<file path="src/rtl/bg_scanline_fetcher_if.sv">
// -----------------------------------------------------------------------------
// bg_scanline_fetcher_if
// Bus bundle for the background scanline fetcher.
//   VRAM read port : vram_req/vram_addr (fetcher -> VRAM),
//                    vram_ack/vram_rdata (VRAM -> fetcher)
//   Pixel stream   : pix_valid/pix_color/pix_x (fetcher -> palette stage),
//                    pix_ready (palette stage -> fetcher)
// Modports: master = fetcher side, slave = VRAM / downstream side.
// -----------------------------------------------------------------------------
interface bg_scanline_fetcher_if #(
  parameter int VRAM_AW = 13
);
  logic               vram_req;
  logic [VRAM_AW-1:0] vram_addr;
  logic               vram_ack;
  logic [7:0]         vram_rdata;
  logic               pix_valid;
  logic               pix_ready;
  logic [1:0]         pix_color;
  logic [7:0]         pix_x;

  modport master (
    output vram_req, vram_addr, pix_valid, pix_color, pix_x,
    input  vram_ack, vram_rdata, pix_ready
  );

  modport slave (
    input  vram_req, vram_addr, pix_valid, pix_color, pix_x,
    output vram_ack, vram_rdata, pix_ready
  );
endinterface

</file>
<file path="src/rtl/bg_scanline_fetcher.sv">
// -----------------------------------------------------------------------------
// bg_scanline_fetcher
// Reads the background map and tile rows from VRAM and streams one scanline of
// LINE_PIXELS two-bit colour indices, applying ScrollX/ScrollY. Fetch and emit
// are sequential per tile: map byte, low plane byte, high plane byte, 8 pixels.
// Ports:
//   clk, reset_n        : clock, asynchronous active-low reset
//   start               : one-cycle pulse, begin line ly (ignored while busy)
//   ly, scx, scy        : line number and scroll, sampled on start
//   map_select          : background map base (0: MAP0_BASE, 1: MAP1_BASE)
//   tile_data_select    : 1 = unsigned tiles at 0x0000, 0 = signed around 0x1000
//   bus (master)        : VRAM read port and pixel stream
//   busy                : line in progress
//   line_done           : one-cycle pulse after the last pixel is accepted
// -----------------------------------------------------------------------------
module bg_scanline_fetcher #(
  parameter int                 LINE_PIXELS = 160,
  parameter int                 VRAM_AW     = 13,
  parameter logic [VRAM_AW-1:0] MAP0_BASE   = 13'h1800,
  parameter logic [VRAM_AW-1:0] MAP1_BASE   = 13'h1C00
) (
  input  logic                         clk,
  input  logic                         reset_n,
  input  logic                         start,
  input  logic [7:0]                   ly,
  input  logic [7:0]                   scx,
  input  logic [7:0]                   scy,
  input  logic                         map_select,
  input  logic                         tile_data_select,
  bg_scanline_fetcher_if.master        bus,
  output logic                         busy,
  output logic                         line_done
);

  typedef enum logic [2:0] {
    S_IDLE, S_MAP_RD, S_LO_RD, S_HI_RD, S_EMIT, S_DONE
  } state_e;

  localparam logic [7:0]         LAST_X      = 8'(LINE_PIXELS - 1);
  localparam logic [VRAM_AW-1:0] SIGNED_BASE = VRAM_AW'(13'h1000);

  state_e      state_q, state_d;
  logic [7:0]  y_q, y_d;            // background row: ly + scy (mod 256)
  logic [4:0]  col_q, col_d;        // map column of the tile being fetched
  logic [2:0]  fine_q, fine_d;      // pixels dropped from the first tile
  logic        map_sel_q, map_sel_d;
  logic        tds_q, tds_d;
  logic        first_q, first_d;    // currently emitting tile 0 of the line
  logic [7:0]  tile_q, tile_d;
  logic [7:0]  lo_q, lo_d;
  logic [7:0]  hi_q, hi_d;
  logic [2:0]  bit_q, bit_d;        // pixel index k within the buffered tile row
  logic [7:0]  pix_x_q, pix_x_d;

  logic               discard;
  logic               emit_valid;
  logic               xfer;
  logic [VRAM_AW-1:0] map_addr;
  logic [VRAM_AW-1:0] row_addr;
  logic [2:0]         bit_sel;

  // Leading pixels of tile 0 are skipped without a handshake to apply fine scroll.
  assign discard    = (state_q == S_EMIT) && first_q && (bit_q < fine_q);
  assign emit_valid = (state_q == S_EMIT) && !discard;
  assign xfer       = emit_valid && bus.pix_ready;
  assign bit_sel    = 3'd7 - bit_q;

  // {y[7:3], col} is y[7:3]*32 + col.
  assign map_addr = (map_sel_q ? MAP1_BASE : MAP0_BASE) + VRAM_AW'({y_q[7:3], col_q});

  // Signed mode sign-extends the tile index, so 0x80..0xFF land below 0x1000.
  assign row_addr = (tds_q ? '0 : SIGNED_BASE)
                  + {{(VRAM_AW-12){tile_q[7] & ~tds_q}}, tile_q, 4'b0000}
                  + VRAM_AW'({y_q[2:0], 1'b0});

  // State and datapath registers.
  always_ff @(posedge clk or negedge reset_n) begin
    if (!reset_n) begin
      // NOTE: the tile buffers and index are plain flops, so they are cleared
      // with everything else; no X can reach pix_color after reset.
      state_q   <= S_IDLE;
      y_q       <= '0;
      col_q     <= '0;
      fine_q    <= '0;
      map_sel_q <= 1'b0;
      tds_q     <= 1'b0;
      first_q   <= 1'b0;
      tile_q    <= '0;
      lo_q      <= '0;
      hi_q      <= '0;
      bit_q     <= '0;
      pix_x_q   <= '0;
    end else begin
      // NOTE: non-blocking so every register updates from pre-edge values.
      state_q   <= state_d;
      y_q       <= y_d;
      col_q     <= col_d;
      fine_q    <= fine_d;
      map_sel_q <= map_sel_d;
      tds_q     <= tds_d;
      first_q   <= first_d;
      tile_q    <= tile_d;
      lo_q      <= lo_d;
      hi_q      <= hi_d;
      bit_q     <= bit_d;
      pix_x_q   <= pix_x_d;
    end
  end

  // Next-state and datapath update.
  always_comb begin
    // NOTE: hold-value defaults first so no path leaves a latch behind.
    state_d   = state_q;
    y_d       = y_q;
    col_d     = col_q;
    fine_d    = fine_q;
    map_sel_d = map_sel_q;
    tds_d     = tds_q;
    first_d   = first_q;
    tile_d    = tile_q;
    lo_d      = lo_q;
    hi_d      = hi_q;
    bit_d     = bit_q;
    pix_x_d   = pix_x_q;

    unique case (state_q)
      S_IDLE: begin
        if (start) begin
          state_d   = S_MAP_RD;
          y_d       = ly + scy;
          col_d     = scx[7:3];
          fine_d    = scx[2:0];
          map_sel_d = map_select;
          tds_d     = tile_data_select;
          first_d   = 1'b1;
          bit_d     = '0;
          pix_x_d   = '0;
        end
      end
      S_MAP_RD: begin
        if (bus.vram_ack) begin
          tile_d  = bus.vram_rdata;
          state_d = S_LO_RD;
        end
      end
      S_LO_RD: begin
        if (bus.vram_ack) begin
          lo_d    = bus.vram_rdata;
          state_d = S_HI_RD;
        end
      end
      S_HI_RD: begin
        if (bus.vram_ack) begin
          hi_d    = bus.vram_rdata;
          bit_d   = '0;
          state_d = S_EMIT;
        end
      end
      S_EMIT: begin
        if (xfer && (pix_x_q == LAST_X)) begin
          // The last tile may be only partly used when fine scroll is non-zero.
          state_d = S_DONE;
          pix_x_d = '0;
        end else if (xfer || discard) begin
          if (xfer) pix_x_d = pix_x_q + 8'd1;
          bit_d = bit_q + 3'd1;
          if (bit_q == 3'd7) begin
            state_d = S_MAP_RD;
            col_d   = col_q + 5'd1;   // wraps at 32 columns
            first_d = 1'b0;
          end
        end
      end
      S_DONE:  state_d = S_IDLE;
      default: state_d = S_IDLE;
    endcase
  end

  // Outputs decoded from the registered state.
  always_comb begin
    bus.vram_req  = 1'b0;
    bus.vram_addr = '0;
    busy          = 1'b0;
    line_done     = 1'b0;
    unique case (state_q)
      S_MAP_RD: begin
        busy          = 1'b1;
        bus.vram_req  = 1'b1;
        bus.vram_addr = map_addr;
      end
      S_LO_RD: begin
        busy          = 1'b1;
        bus.vram_req  = 1'b1;
        bus.vram_addr = row_addr;
      end
      S_HI_RD: begin
        busy          = 1'b1;
        bus.vram_req  = 1'b1;
        bus.vram_addr = row_addr + VRAM_AW'(1);
      end
      S_EMIT:  busy      = 1'b1;
      S_DONE:  line_done = 1'b1;
      default: ;
    endcase
    bus.pix_valid = emit_valid;
    bus.pix_color = emit_valid ? {hi_q[bit_sel], lo_q[bit_sel]} : 2'b00;
    bus.pix_x     = pix_x_q;
  end

endmodule

</file>
<file path="src/flat_wrapper.sv">
// flat-port wrapper written by rule: the top's interface ports become plain ports
module bg_scanline_fetcher_flat 
#(
  parameter int                 LINE_PIXELS = 160,
  parameter int                 VRAM_AW     = 13,
  parameter logic [VRAM_AW-1:0] MAP0_BASE   = 13'h1800,
  parameter logic [VRAM_AW-1:0] MAP1_BASE   = 13'h1C00
)
  (clk, reset_n, start, ly, scx, scy, map_select, tile_data_select, busy, line_done, bus_vram_req, bus_vram_addr, bus_pix_valid, bus_pix_color, bus_pix_x, bus_vram_ack, bus_vram_rdata, bus_pix_ready);
  bg_scanline_fetcher_if #(.VRAM_AW(VRAM_AW)) bus_i ();
  input  logic clk;
  input  logic reset_n;
  input  logic start;
  input  logic [7:0] ly;
  input  logic [7:0] scx;
  input  logic [7:0] scy;
  input  logic map_select;
  input  logic tile_data_select;
  output logic busy;
  output logic line_done;
  output wire logic [$bits(bus_i.vram_req)-1:0] bus_vram_req;
  output wire logic [$bits(bus_i.vram_addr)-1:0] bus_vram_addr;
  output wire logic [$bits(bus_i.pix_valid)-1:0] bus_pix_valid;
  output wire logic [$bits(bus_i.pix_color)-1:0] bus_pix_color;
  output wire logic [$bits(bus_i.pix_x)-1:0] bus_pix_x;
  input wire logic [$bits(bus_i.vram_ack)-1:0] bus_vram_ack;
  input wire logic [$bits(bus_i.vram_rdata)-1:0] bus_vram_rdata;
  input wire logic [$bits(bus_i.pix_ready)-1:0] bus_pix_ready;
  assign bus_vram_req = bus_i.vram_req;
  assign bus_vram_addr = bus_i.vram_addr;
  assign bus_pix_valid = bus_i.pix_valid;
  assign bus_pix_color = bus_i.pix_color;
  assign bus_pix_x = bus_i.pix_x;
  assign bus_i.vram_ack = bus_vram_ack;
  assign bus_i.vram_rdata = bus_vram_rdata;
  assign bus_i.pix_ready = bus_pix_ready;
  bg_scanline_fetcher #(.LINE_PIXELS(LINE_PIXELS), .VRAM_AW(VRAM_AW), .MAP0_BASE(MAP0_BASE), .MAP1_BASE(MAP1_BASE)) u_core (.clk(clk), .reset_n(reset_n), .start(start), .ly(ly), .scx(scx), .scy(scy), .map_select(map_select), .tile_data_select(tile_data_select), .bus(bus_i), .busy(busy), .line_done(line_done));
endmodule
</file>
<file path="config.mk">
export PLATFORM = sky130hd
export DESIGN_NAME = bg_scanline_fetcher_flat
export DESIGN_NICKNAME = d
export VERILOG_FILES = /design/src/rtl/bg_scanline_fetcher_if.sv /design/src/rtl/bg_scanline_fetcher.sv /design/src/flat_wrapper.sv
export SDC_FILE = /design/constraint.sdc
export NUM_CORES = 1
export LEC_CHECK = 0
export ABC_AREA = 1
export BUFFER_PORTS_ARGS = -buffer_cell sky130_fd_sc_hd__buf_2
export CORE_ASPECT_RATIO = 0.7
export CORE_MARGIN = 2
export CORE_UTILIZATION = 50
export DETAILED_ROUTE_END_ITERATION = 16
export GPL_TIMING_DRIVEN = 1
export PLACE_DENSITY = 0.8
export SKIP_CTS_REPAIR_TIMING = 1
export SLEW_MARGIN = 15
export SYNTH_ARGS = -nofsm -noshare
export SYNTH_HDL_FRONTEND = slang
export SYNTH_SLANG_ARGS = --single-unit
</file>
<file path="constraint.sdc">
create_clock -name clk -period 3.7 [get_ports clk]
set_input_delay 0.37 -clock clk [delete_from_list [all_inputs] [get_ports clk]]
set_output_delay 0.37 -clock clk [all_outputs]
set_load 0.02 [all_outputs]
</file>
# Word-level counts from Yosys, hierarchy flattened
# Index checks and enable logic that the tools add are counted.
# totals
ff_bits	57
in_bits	39
output_inout_bits	27
elab_cells	101
# op_classes
add_sub_neg	9
n_lt_le_gt_ge	2
n_eq_ne	17
muxes	39
bitwise	2
n_reduce_logical	20
# op_table
cell	n
13-bit one-hot mux with 3 select lines	1
3-bit two-way mux	11
8-bit two-way mux	4
5-bit two-way mux	4
8-bit one-hot mux with 2 select lines	1
3-bit one-hot mux with 5 select lines	1
2-bit inequality test, second input constant	7
13-bit by 1-bit adder with 13-bit output, second input constant	1
13-bit by 10-bit adder with 13-bit output	1
13-bit adder	1
13-bit by 4-bit adder with 13-bit output	1
13-bit two-way mux	1
11-bit two-way mux	1
5-bit one-hot mux with 2 select lines	1
5-bit AND reduction	2
3-bit equality test, second input constant	3
1-bit two-way mux	9
3-bit one-hot mux with 3 select lines	1
8-bit by 1-bit adder with 8-bit output, second input constant	1
8-bit adder	1
8-bit equality test, second input constant	1
2-bit AND reduction	4
1-bit binary-select mux with 3-bit select	2
3-bit by 2-bit equality test with 1-bit output, second input constant	2
22 further kinds	27

# Longest topological paths before layout
# Gate-level depths: netlist (run 1).
# depth
ltp_word	10
mapped_depth	12

# Worst setup path before layout (run 1)
# OpenSTA, ideal clock, no wires.
# synth_path
path_type	register to output
start	register u_core.bit_q[2]
end	output bus_pix_color[0]
arrival_time_ns	1.597
required_ns	3.330
setup_slack_ns	1.733
path_stages_with_launch	8
n_path_buf	0
path_cell_list	dfrtp_1 -> ha_1 -> nand2_1 -> inv_1 -> nand2_1 -> a21oi_4 -> o21ai_0 -> nor2_1
# synth_via
elab_chain_len	5
elab_cells_between_ends	8
cone_classes	add/sub (1); order compare (1); mux (3); reduce/logical (3)
# synth_rtl
element	line_no	rtl
from (decl)	bg_scanline_fetcher.sv:52	logic [2:0] bit_q, bit_d;
from (signal assigned)	bg_scanline_fetcher.sv:105	bit_q <= bit_d;
3-bit less-than comparator	bg_scanline_fetcher.sv:63	assign discard = (state_q == S_EMIT) && first_q && (bit_q < fine_q);
1-bit logical AND	bg_scanline_fetcher.sv:63	
1-bit zero test	bg_scanline_fetcher.sv:64	assign emit_valid = (state_q == S_EMIT) && !discard;
1-bit logical AND	bg_scanline_fetcher.sv:64	
net bus_pix_valid	flat_wrapper.sv:23	output wire logic [$bits(bus_i.pix_valid)-1:0] bus_pix_valid;
2-bit two-way mux	bg_scanline_fetcher.sv:206	bus.pix_color = emit_valid ? {hi_q[bit_sel], lo_q[bit_sel]} : 2'b00;
to (decl)	flat_wrapper.sv:24	output wire logic [$bits(bus_i.pix_color)-1:0] bus_pix_color;
# The timed path passes the listed nets, and every way through them passes these cells. The select of a mux whose other input is x is not followed.

# Final worst setup path (run 1)
# layout_path
start	register u_core.state_q[1]
end	output bus_pix_color[1]
# layout_via
elab_chain_len	6
# layout_rtl
element	line_no	rtl
from (decl)	bg_scanline_fetcher.sv:42	state_e state_q, state_d;
from (signal assigned)	bg_scanline_fetcher.sv:95	state_q <= state_d;
3-bit equality test (*)	bg_scanline_fetcher.sv:63, bg_scanline_fetcher.sv:64	
1-bit logical AND (2 in a row)	bg_scanline_fetcher.sv:63	
1-bit zero test	bg_scanline_fetcher.sv:64	
1-bit logical AND (*)	bg_scanline_fetcher.sv:64	
2-bit two-way mux (*)	bg_scanline_fetcher.sv:206	
# Mark *: on every way between the ends. The rest lies on a longest branch, timed or not.

==> results of run 1 <==
==> sequential cells by signal (all words and copies together) (netlist names) <==
name,cells
u_core.tds_q,1
u_core.bit_q,3
u_core.y_q,8
u_core.tile_q,8
u_core.state_q,3
u_core.col_q,5
u_core.map_sel_q,1
u_core.hi_q,8
u_core.first_q,1
u_core.lo_q,8
u_core.fine_q,3
u_core.bus.pix_x,8
==> per-stage QoR <==
step / instance area (um^2) / util / hold slack [ns]
6_report: 4048 / 0.5991 / -0.01165
5_1_grt: 4048 / 0.5991 / 0.01342
4_1_cts: 4048 / 0.5991 / -0.005403
3_5_place_dp: 3854 / 0.5704 / 0.3584
3_3_place_gp: 3854 / 0.5704 / 0.3573
2_1_floorplan: 3483 / - / 0.07441
==> layout by cell type, fill, tap and decap left out, types with 4 or more instances in the layout <==
cell,synthesis,layout
nand4_1,12,12
nand2_1,125,125
o21ai_1,4,4
o22ai_1,4,4
nand3_1,29,29
a32o_1,6,6
nor2_1,31,31
o21ai_0,56,56
clkbuf_8,0,10
inv_1,53,53
ha_1,13,13
a21oi_1,6,6
o21bai_1,8,8
dfrtp_1,57,57
inv_2,4,4
buf_2,4,65
xor2_1,4,4
==> synthesized netlist by cell type (5+ instances only) <==
master	number
a21oi_1	6
a32o_1	6
clkbuf_1	5
dfrtp_1	57
ha_1	13
inv_1	53
nand2_1	125
nand3_1	29
nand4_1	12
nor2_1	31
o21ai_0	56
o21bai_1	8
==> kinds of logic after synthesis <==
family,count (synthesis),share of synthesized area
compound gates,90,0.1534
simple gates,214,0.2809
buf+inv,71,0.08621
xor+xnor,7,0.01760
flops,57,0.4095
fa+ha+maj,14,0.05244
==> area by class of cell <==
type                    instances  area, um^2
multi-input cells             325        1757
clock inverters                 5       56.30
well taps                      94       117.6
repair buffers                 66       332.8
flip-flops and latches         57        1426
fillers                       632        2709
clock buffers                  10       137.6
inverters                      58       220.2
==> metal layers <==
metal | part of all wire | wire, um
met5 | 0 | 0
met4 | 0.017 | 141
met3 | 0.086 | 723
met2 | 0.42 | 3526
met1 | 0.48 | 3987
==> critical path: cells and delay by family, from the launching register on <==
family / cells / cell delay [ns]
AOI/OAI and AO/OA: 2 / 0.31
DFF: 1 / 0.55
buffers and inverters: 3 / 0.50
and+or+nand+nor: 3 / 0.32
==> power groups by stage <==
stage	clock [uW]	sequential (uW)	combinational (uW)
5_1_grt	615	1090	1440
3_5_place_dp	0	1070	1270
3_3_place_gp	0	1060	1230
6_report	577	1070	1290
2_1_floorplan	0	988	999
4_1_cts	585	1060	1280
==> worst max path at each step <==
| stage | startpoint | end | slack (ns) | cells after the start |
|---|---|---|---|---|
| 4_1_cts | u_core.state_q[1]$_DFFE_PN0P_ | bus_pix_color[0] | 1.35 | 8 |
| 6_report | u_core.state_q[1]$_DFFE_PN0P_ | bus_pix_color[1] | 1.31 | 8 |
| 3_3_place_gp | u_core.state_q[1]$_DFFE_PN0P_ | u_core.state_q[1]$_DFFE_PN0P_ | 1.75 | 9 |
| 2_1_floorplan | u_core.bit_q[2]$_DFFE_PN0P_ | bus_pix_color[0] | 1.73 | 7 |
| 3_5_place_dp | u_core.state_q[1]$_DFFE_PN0P_ | u_core.state_q[2]$_DFFE_PN0P_ | 1.62 | 9 |
| 5_1_grt | u_core.state_q[1]$_DFFE_PN0P_ | bus_pix_color[1] | 1.19 | 8 |
==> metrics.txt, run 1 <==
global-route wire length before repair 14.27 mm; Clock Skews 0.01219 ns; status complete, but fails checks; post-route insts no fill 615; met3 Use GR 0.07187; RSZ-0062 raised after global routing false; syn_nets 506; DP Wirelength 6.249 mm; min Tclk post-route 2.388 ns; largest net degree at the start of global routing 37; Max-slew headroom 0.6461; met2 Use GR 0.3473; total track usage 0.2376; CP Max Fanout 15; post-route setup slack 1.312 ns; worst-margin pin slew 0.5295 ns; Row Count 25; deepest clock path buffer count 2; drt total wl 8.378 mm; share of the synthesized area in the top cell type 0.4095; grt ovf 0; placer congestion estimate 0.9325; Crit Path Class register to primary output; Comb pwr share 0.439; Pwr Total 2928 uW; H-tree Lvls 3; Crit path required time 3.33 ns; f_max 0.4188 GHz; setup TNS 0 ns; share of cells above drive strength 1 0.2015; Max-Cap Viols 0; vias in the first global route 2987; sequential fraction of the synthesis area 0.4095; post-synth top area cell dfrtp_1; CTS sink cnt 57; crit path DAT 2.02 ns; syn avg cell area 7.689 um^2; Port Buffers 65; Final Hold Viols 17; Pre-antenna DRT Iters 5; Cell variety after synth 37; cells along the critical path inv_2, nand2_4, inv_4, nand2_8, a21oi_4, o21ai_0, nor2_1, buf_2; clk_lat worst skew 0.34 ns; Final Max Slew Viols 0; initial antenna violation count 0; Inserted Clock Buffers 9; busiest grt layer met2; Core Footprint 6756 um^2; effective utilization at floorplan 0.5156; die area 7661 um^2; clock root cell clkbuf_8; Final Cycle Share 0.6453; TritonCTS clock tree built; Antenna diodes 0; Via Count 3253; area grow syn2layout 16.20%; Min Hold Slack -0.01165 ns; Net Sw Frac 0.4478; slowest cell on the critical path dfrtp_1; first-iteration detailed-routing DRC count 235; fin nets 570; Power Dens Cells 723.5 nW/um^2; register bit total from synthesis 57; Worst IR Drop VDD 456.8 uV; failing checks hold timing; Vias/cell 5.289; P_sw 1311 uW; Sequential Power Share 0.364; reg2reg end u_core.state_q[2]$_DFFE_PN0P_; worst reg2reg setup slack 1.52 ns; met1 usage 0.3419; wire per inst 13.62 um; number of I/O pins 66; Die X 103.8 um; Setup crit end kind primary output; clock share of power 0.197; Die Span Y 73.84 um; cells after synthesis 453; P_int 1617 uW; Post-Place Setup Slack 1.622 ns; DRC Markers 0; netlist area before placement 3483 um^2; # setup viols final 0; top_reg_cell synth dfrtp_1; Tightest Hold Check Type input port to async pin; DP Cell Count 600; max incr delay on CP 0.55 ns; P_leak 0.002166 uW; top post-synthesis cells by area dfrtp_1, nand2_1, o21ai_0; R2R cell count 9; number of synthesized flops with an enable pin 0; CP Launch Type register; synth warn 0; r2r startpoint u_core.state_q[1]$_DFFE_PN0P_; Async SR Flop Fraction 1.000; Reg clk slew, reported paths 0.07 ns; Post-DRT Antenna Nets 0
Note: power is estimated with default switching activity, not from simulation.
==> run 2: changes to the inputs <==
--- a/config.mk
+++ b/config.mk
@@ -5,14 +5,14 @@
 export SDC_FILE = /design/constraint.sdc
 export NUM_CORES = 1
 export LEC_CHECK = 0
-export ABC_AREA = 1
+export ABC_AREA = 0
 export BUFFER_PORTS_ARGS = -buffer_cell sky130_fd_sc_hd__buf_2
 export CORE_ASPECT_RATIO = 0.7
 export CORE_MARGIN = 2
 export CORE_UTILIZATION = 50
 export DETAILED_ROUTE_END_ITERATION = 16
 export GPL_TIMING_DRIVEN = 1
-export PLACE_DENSITY = 0.8
+export PLACE_DENSITY = 0.83
 export SKIP_CTS_REPAIR_TIMING = 1
 export SLEW_MARGIN = 15
 export SYNTH_ARGS = -nofsm -noshare
==> constraint.sdc (replaced) <==
create_clock -name clk -period 2 [get_ports clk]
set_input_delay 0.2 -clock clk [delete_from_list [all_inputs] [get_ports clk]]
set_output_delay 0.2 -clock clk [all_outputs]
set_load 0.02 [all_outputs]
==> run 2 against run 1 <==
Net effect:
- highest routed layer unchanged
- area after synthesis shrank 3.1%
- the flow finishes with violations (setup timing)
- largest power group unchanged
- via count shrank 10%
- largest cell class unchanged
- final cell count fell by 16%
==> metrics.txt, run 2 <==
Async SR Flop Fraction 1.000 (unchanged); DP Wirelength 6.125 mm (-2.0%); drt total wl 8.637 mm (+3.1%); max incr delay on CP 0.42 ns (-0.13 ns); initial antenna violation count 0 (unchanged); deepest clock path buffer count 2 (unchanged); fin nets 469 (-18%); share of cells above drive strength 1 0.4086 (+0.2070); sequential fraction of the synthesis area 0.4227 (+0.01321); Port Buffers 65 (unchanged); syn avg cell area 10.55 um^2 (+37%); total track usage 0.2351 (-0.002562); status complete, but fails checks; min Tclk post-route 2.000 ns; Final Hold Viols 0 (-17); Post-DRT Antenna Nets 0 (unchanged); most frequent cells after synthesis dfrtp_1, nand2_1, nor2_1; Die X 102.2 um (-1.5%); RSZ-0062 raised after global routing true; Via Count 2922 (-10%); DRC Markers 0 (unchanged); Vias/cell 5.674 (+7.3%); share of the synthesized area in the top cell type 0.4227 (+0.01321); Max-Cap Viols 0 (unchanged); worst-margin pin slew 0.4401 ns (-0.08945 ns); Clock Skews 0.009233 ns (-0.002957 ns); met1 usage 0.3184 (-0.02346); grt ovf 0 (unchanged); global-route wire length before repair 13.32 mm (-6.7%); Crit Path Class register to register; final instance area 4279 um^2 (+5.7%); Pre-antenna DRT Iters 5 (unchanged); crit path DAT 2.24 ns (+0.22 ns); CTS sink cnt 57 (unchanged); TritonCTS clock tree built; clk_lat worst skew 0.35 ns (about the same); number of synthesized flops with an enable pin 0 (unchanged); first-iteration detailed-routing DRC count 189 (-20%); Power Dens Cells 1458 nW/um^2 (+100%); Area after DPL 3877 um^2 (+0.62%); CP Launch Type register; Final Max Slew Viols 0 (unchanged); H-tree Lvls 3 (unchanged); placer congestion estimate 0.8963 (-3.9%); Final Cycle Share 1.000; Core Footprint 6631 um^2 (-1.9%); slowest cell on the critical path dfrtp_1; commonest non-fill, non-tap cell in the layout buf_2; Max-slew headroom 0.7046 (+0.05852); Inserted Clock Buffers 9 (unchanged); Reg clk slew, reported paths 0.07 ns (about the same); busiest grt layer met2; die area 7433 um^2 (-3.0%); post-route setup slack -0.0003542 ns (-1.313 ns); area grow syn2layout 26.81%; Pwr Total 6240 uW (+110%); CP Max Fanout 6 (-9); number of I/O pins 66 (unchanged); failing checks setup timing; top_reg_cell synth dfrtp_1; syn_nets 373 (-26%); top post-synthesis cells by area dfrtp_1, mux2_2, ha_1; # setup viols final 1 (+1); wire per inst 16.77 um (+23%); P_leak 0.002053 uW (-5.3%); cells after synthesis 320 (-29%); f_max 0.4999 GHz; register bit total from synthesis 57 (unchanged); Row Count 25 (unchanged); Setup crit end kind register; vias in the first global route 2739 (-8.3%); cell seen most often among critical-path stages buf_4; post-synth top area cell dfrtp_1; Cell variety after synth 61 (+65%); count leader, synth dfrtp_1; most frequent cells in the layout buf_2, dfrtp_1, nand2_1; effective utilization at floorplan 0.5089 (-0.006688); Worst IR Drop VDD 747.3 uV (+64%); cells along the critical path ha_4, nand2_2, o2111ai_4, buf_4, a31oi_4, buf_4, a221o_1; Antenna diodes 0 (unchanged); netlist area before placement 3374 um^2 (-3.1%); Tightest Hold Check Type input port to register; clock root cell clkbuf_8; met3 Use GR 0.07184 (about the same); Crit path required time 2.24 ns (-1.09 ns); largest net degree at the start of global routing 34 (-8.1%); met2 Use GR 0.3596 (+0.01233); synth warn 0 (unchanged); Die Span Y 72.74 um (-1.5%)
[run 2: changes by cell type after synthesis, sizes merged, moves of 7 or more]
| cell | previous run | this run |
|---|---|---|
| nand2 | 131 | 41 |
| a22oi | 0 | 12 |
| nand3 | 31 | 9 |
| o21ai | 63 | 19 |
| inv | 58 | 10 |
| and3 | 0 | 7 |
| o21bai | 8 | 0 |
| mux2 | 0 | 28 |
| nand4 | 12 | 0 |
[run 2: routing by layer]
layer  vias up  share of wire
li1       1350              -
met3        23          0.076
met5         -              0
met4         0          0.023
met1      1411           0.44
met2       138           0.46
[run 2: stage by stage]
stage / worst slack, ns / cells / setup TNS [ns] / utilization / hold WS (ns)
2_1_floorplan: 0.04488 / 320 / 0 / - / -0.09559
3_3_place_gp: 0.08117 / 483 / 0 / 0.5847 / 0.2115
3_5_place_dp: 0.03597 / 483 / 0 / 0.5847 / 0.2126
4_1_cts: -0.2293 / 499 / -0.4437 / 0.6158 / -0.1521
5_1_grt: -0.07084 / 515 / -0.5683 / 0.6453 / 0.05320
6_report: -0.0003542 / 515 / -0.0003542 / 0.6453 / 0.04902
[run 2: cells by family after synthesis]
group | after synthesis | share of synthesized area
flip-flops | 57 | 0.4227
XOR/XNOR | 7 | 0.01817
AO/OA/AOI/OAI | 71 | 0.1661
AND/OR/NAND/NOR | 110 | 0.1665
buffers and inverters | 25 | 0.03485
adder cells (fa/ha/maj) | 14 | 0.05414
multiplexers | 36 | 0.1376
[run 2: layout make-up]
type | instances | area [um^2]
Sequential cell | 57 | 1428
Timing Repair Buffer | 99 | 598.1
Clock inverter | 4 | 51.30
Inverter | 11 | 42.54
Multi-Input combinational cell | 238 | 1887
Clock buffer | 12 | 155.1
Tap cell | 94 | 117.6
Fill cell | 528 | 2352
[run 2: power breakdown]
part | internal, uW | switching [uW] | total [uW]
logic | 1420 | 1680 | 3100
clock network | 643 | 476 | 1120
registers | 1640 | 379 | 2020
[run 2: final timing paths]
kind	from	slack [ns]	cells past startpoint	to
max	u_core.bit_q[2]$_DFFE_PN0P_	-0.0004	7	u_core.bus.pix_x[3]$_DFFE_PN0P_
min	scx[0]	0.05	3	u_core.fine_q[0]$_DFFE_PN0P_
max reg2reg	u_core.bit_q[2]$_DFFE_PN0P_	-0.0004	7	u_core.bus.pix_x[3]$_DFFE_PN0P_
min reg2reg	u_core.fine_q[0]$_DFFE_PN0P_	0.49	2	u_core.fine_q[0]$_DFFE_PN0P_
max in group asynchronous	reset_n	1.25	3	u_core.bit_q[0]$_DFFE_PN0P_
min in group asynchronous	reset_n	0.39	3	u_core.hi_q[1]$_DFFE_PN0P_
[run 2: critical path: cells and delay by family, from the launching register on]
family / cells / cell delay, ns
AND/OR/NAND/NOR: 1 / 0.07
flip-flops: 1 / 0.42
AO/OA/AOI/OAI: 3 / 0.71
buffers and inverters: 2 / 0.39
adder cells (fa/ha/maj): 1 / 0.29
==> run 3: changes to the inputs <==
--- a/config.mk
+++ b/config.mk
@@ -12,8 +12,8 @@
 export CORE_UTILIZATION = 50
 export DETAILED_ROUTE_END_ITERATION = 16
 export GPL_TIMING_DRIVEN = 1
+export HOLD_SLACK_MARGIN = 0.08
 export PLACE_DENSITY = 0.83
-export SKIP_CTS_REPAIR_TIMING = 1
 export SLEW_MARGIN = 15
 export SYNTH_ARGS = -nofsm -noshare
 export SYNTH_HDL_FRONTEND = slang
==> constraint.sdc (replaced) <==
create_clock -name clk -period 2 [get_ports clk]
set_input_delay 0.4 -clock clk [delete_from_list [all_inputs] [get_ports clk]]
set_output_delay 0.4 -clock clk [all_outputs]
set_load 0.02 [all_outputs]
==> run 3 against run 2 <==
Net effect:
- the flow still finishes with violations (setup timing)
- wire length grew 2.4%
- non-clock buffer count grew 13
- fmax shrank 6.1%
- register-to-register slack lost 0.04 ns
- die area is the same
- critical path type is now register to primary output
- sequential power is essentially flat
- first-iteration DRC count grew 1.6%
- largest power group unchanged
- sequential share of layout area shrank 1.6 points
- sequential cell count is the same
==> metrics.txt, run 3 (same netlist as run 2, synthesis figures left out) <==
DRC Markers 0 (unchanged); Post-DRT Antenna Nets 0 (unchanged); TritonCTS clock tree built; Net Sw Frac 0.3963 (-0.01037); placer congestion estimate 0.9242 (+3.1%); first-iteration detailed-routing DRC count 192 (+1.6%); worst-margin pin slew 0.5693 ns (+0.1292 ns); largest net degree at the start of global routing 38 (+12%); # setup viols final 4 (+3); deepest clock path buffer count 2 (unchanged); CP Max Fanout 7 (+1); Power Dens Cells 1493 nW/um^2 (+2.4%); P_int 4051 uW (+9.4%); commonest non-fill, non-tap cell in the layout dfrtp_1; post-route setup slack -0.1296 ns (-0.1292 ns); min Tclk post-route 2.130 ns (+0.1292 ns); Core Footprint 6631 um^2 (unchanged); total track usage 0.2475 (+0.01245); Port Buffers 65 (unchanged); share of cells above drive strength 1 0.4480 (+0.03949); CTS sink cnt 57 (unchanged); crit path DAT 1.73 ns (-0.51 ns); slowest cell on the critical path mux4_2; Final Cycle Share 1.065 (+0.06462); Final Max Slew Viols 0 (unchanged); Worst IR Drop VDD 664.5 uV (-11%); initial antenna violation count 0 (unchanged); Max-slew headroom 0.6205 (-0.08418); Die X 102.2 um (unchanged); Final Hold Viols 0 (unchanged); fin nets 482 (+2.8%); area grow syn2layout 33.19%; RSZ-0062 raised after global routing true; Max-Cap Viols 0 (unchanged); CP Launch Type register; status complete, but fails checks; P_sw 2659 uW (+4.8%); die area 7433 um^2 (unchanged); grt ovf 0 (unchanged); Pwr Total 6710 uW (+7.5%); Comb pwr share 0.535 (+0.038); Die Span Y 72.74 um (unchanged); Via Count 2979 (+2.0%); Setup crit end kind primary output; global-route wire length before repair 14.04 mm (+5.4%); Min Hold Slack 0.2442 ns (+0.1952 ns); Row Count 25 (unchanged); effective utilization at floorplan 0.5089 (unchanged); Sequential Power Share 0.303 (-0.021); Inserted Clock Buffers 9 (unchanged); Crit Path Class register to primary output; number of I/O pins 66 (unchanged); H-tree Lvls 3 (unchanged); DP Wirelength 6.137 mm (+0.20%); failing checks setup timing; Pre-antenna DRT Iters 5 (unchanged); Tightest Hold Check Type input port to register; clock share of power 0.163 (-0.016); Antenna diodes 0 (unchanged); Vias/cell 5.653 (-0.37%); vias in the first global route 2844 (+3.8%); worst reg2reg setup slack -0.04 ns (-0.04 ns); Reg clk slew, reported paths 0.07 ns (about the same); P_leak 0.002152 uW (+4.8%); cells along the critical path mux4_2, mux2i_4, nor2_4, buf_6; wire per inst 16.79 um (about the same); clock root cell clkbuf_8; most frequent cells in the layout dfrtp_1, buf_2, buf_4; f_max 0.4696 GHz (-6.1%); max incr delay on CP 0.55 ns (+0.13 ns); Clock Skews 0.007066 ns (-0.002167 ns); Crit path required time 1.60 ns (-0.64 ns); drt total wl 8.846 mm (+2.4%); clk_lat worst skew 0.34 ns (about the same)
==> run 3: changes by cell type in the layout (fill, tap and decap cells not counted), sizes merged <==
cell      delta
buf         +13
clkinvlp     -1
==> run 3: worst max-delay path: cells and delay by family, from the launching register on <==
family                 cells  cell delay, ns
AND/OR/NAND/NOR            1            0.05
buffers and inverters      1            0.12
flip-flops                 1            0.47
multiplexers               2            0.74
==> run 3: metal layers <==
metal,routed length (um),part of all wire,GRT usage
met3,706,0.080,0.08621
met4,126,0.014,0.07407
met1,3940,0.45,0.3321
met5,0,0,0
met2,4071,0.46,0.3823
==> run 3: final timing paths <==
kind	from	to	depth (start not counted)
max in group asynchronous	reset_n	u_core.state_q[0]$_DFFE_PN0P_	3
setup reg to reg	u_core.bit_q[2]$_DFFE_PN0P_	u_core.col_q[1]$_DFFE_PN0P_	7
hold / removal	scx[0]	u_core.fine_q[0]$_DFFE_PN0P_	3
min in group asynchronous	reset_n	u_core.bit_q[1]$_DFFE_PN0P_	2
hold reg to reg	u_core.fine_q[0]$_DFFE_PN0P_	u_core.fine_q[0]$_DFFE_PN0P_	2
setup / recovery	u_core.bit_q[0]$_DFFE_PN0P_	bus_pix_color[0]	4
==> run 3: cell type report <==
class | count | area [um^2]
Fill cell | 491 | 2137
Clock inverter | 3 | 40.04
Multi-Input combinational cell | 238 | 1939
Timing Repair Buffer | 112 | 767.0
Sequential cell | 57 | 1429
Inverter | 11 | 46.29
Tap cell | 94 | 117.6
Clock buffer | 12 | 155.1
==> run 3: metrics by stage <==
| stage | std cells | utilization | area, um^2 | setup slack, ns | setup TNS, ns |
|---|---|---|---|---|---|
| detailed placement | 490 | 0.5945 | 3943 | -0.03000 | -0.03000 |
| global placement | 490 | 0.5945 | 3943 | 0.06459 | 0 |
| CTS | 515 | 0.6449 | 4277 | -0.1292 | -0.2700 |
| finish | 527 | 0.6777 | 4494 | -0.1296 | -0.3253 |
| floorplan | 320 | - | 3374 | 0.04488 | 0 |
| global route | 527 | 0.6777 | 4494 | -0.1957 | -0.9601 |
==> run 3: power by group through the flow <==
stage | Sequential, uW | Combinational [uW] | Clock [uW]
floorplan | 1860 | 2090 | 0
global placement | 1970 | 2770 | 0
detailed placement | 2000 | 2860 | 0
CTS | 2000 | 3100 | 1110
global route | 2090 | 3850 | 1150
finish | 2030 | 3590 | 1090
==> run 3: what timing repair did <==
item / in CTS / in global routing
endpoints found under the hold margin: 20 / 0
pin swaps: 7 / 13
resized for setup: 25 / 33
setup buffers: 8 / 12
gates cloned: 1 / 0
hold buffers: 1 / 0
setup endpoints to repair: 15 / 25
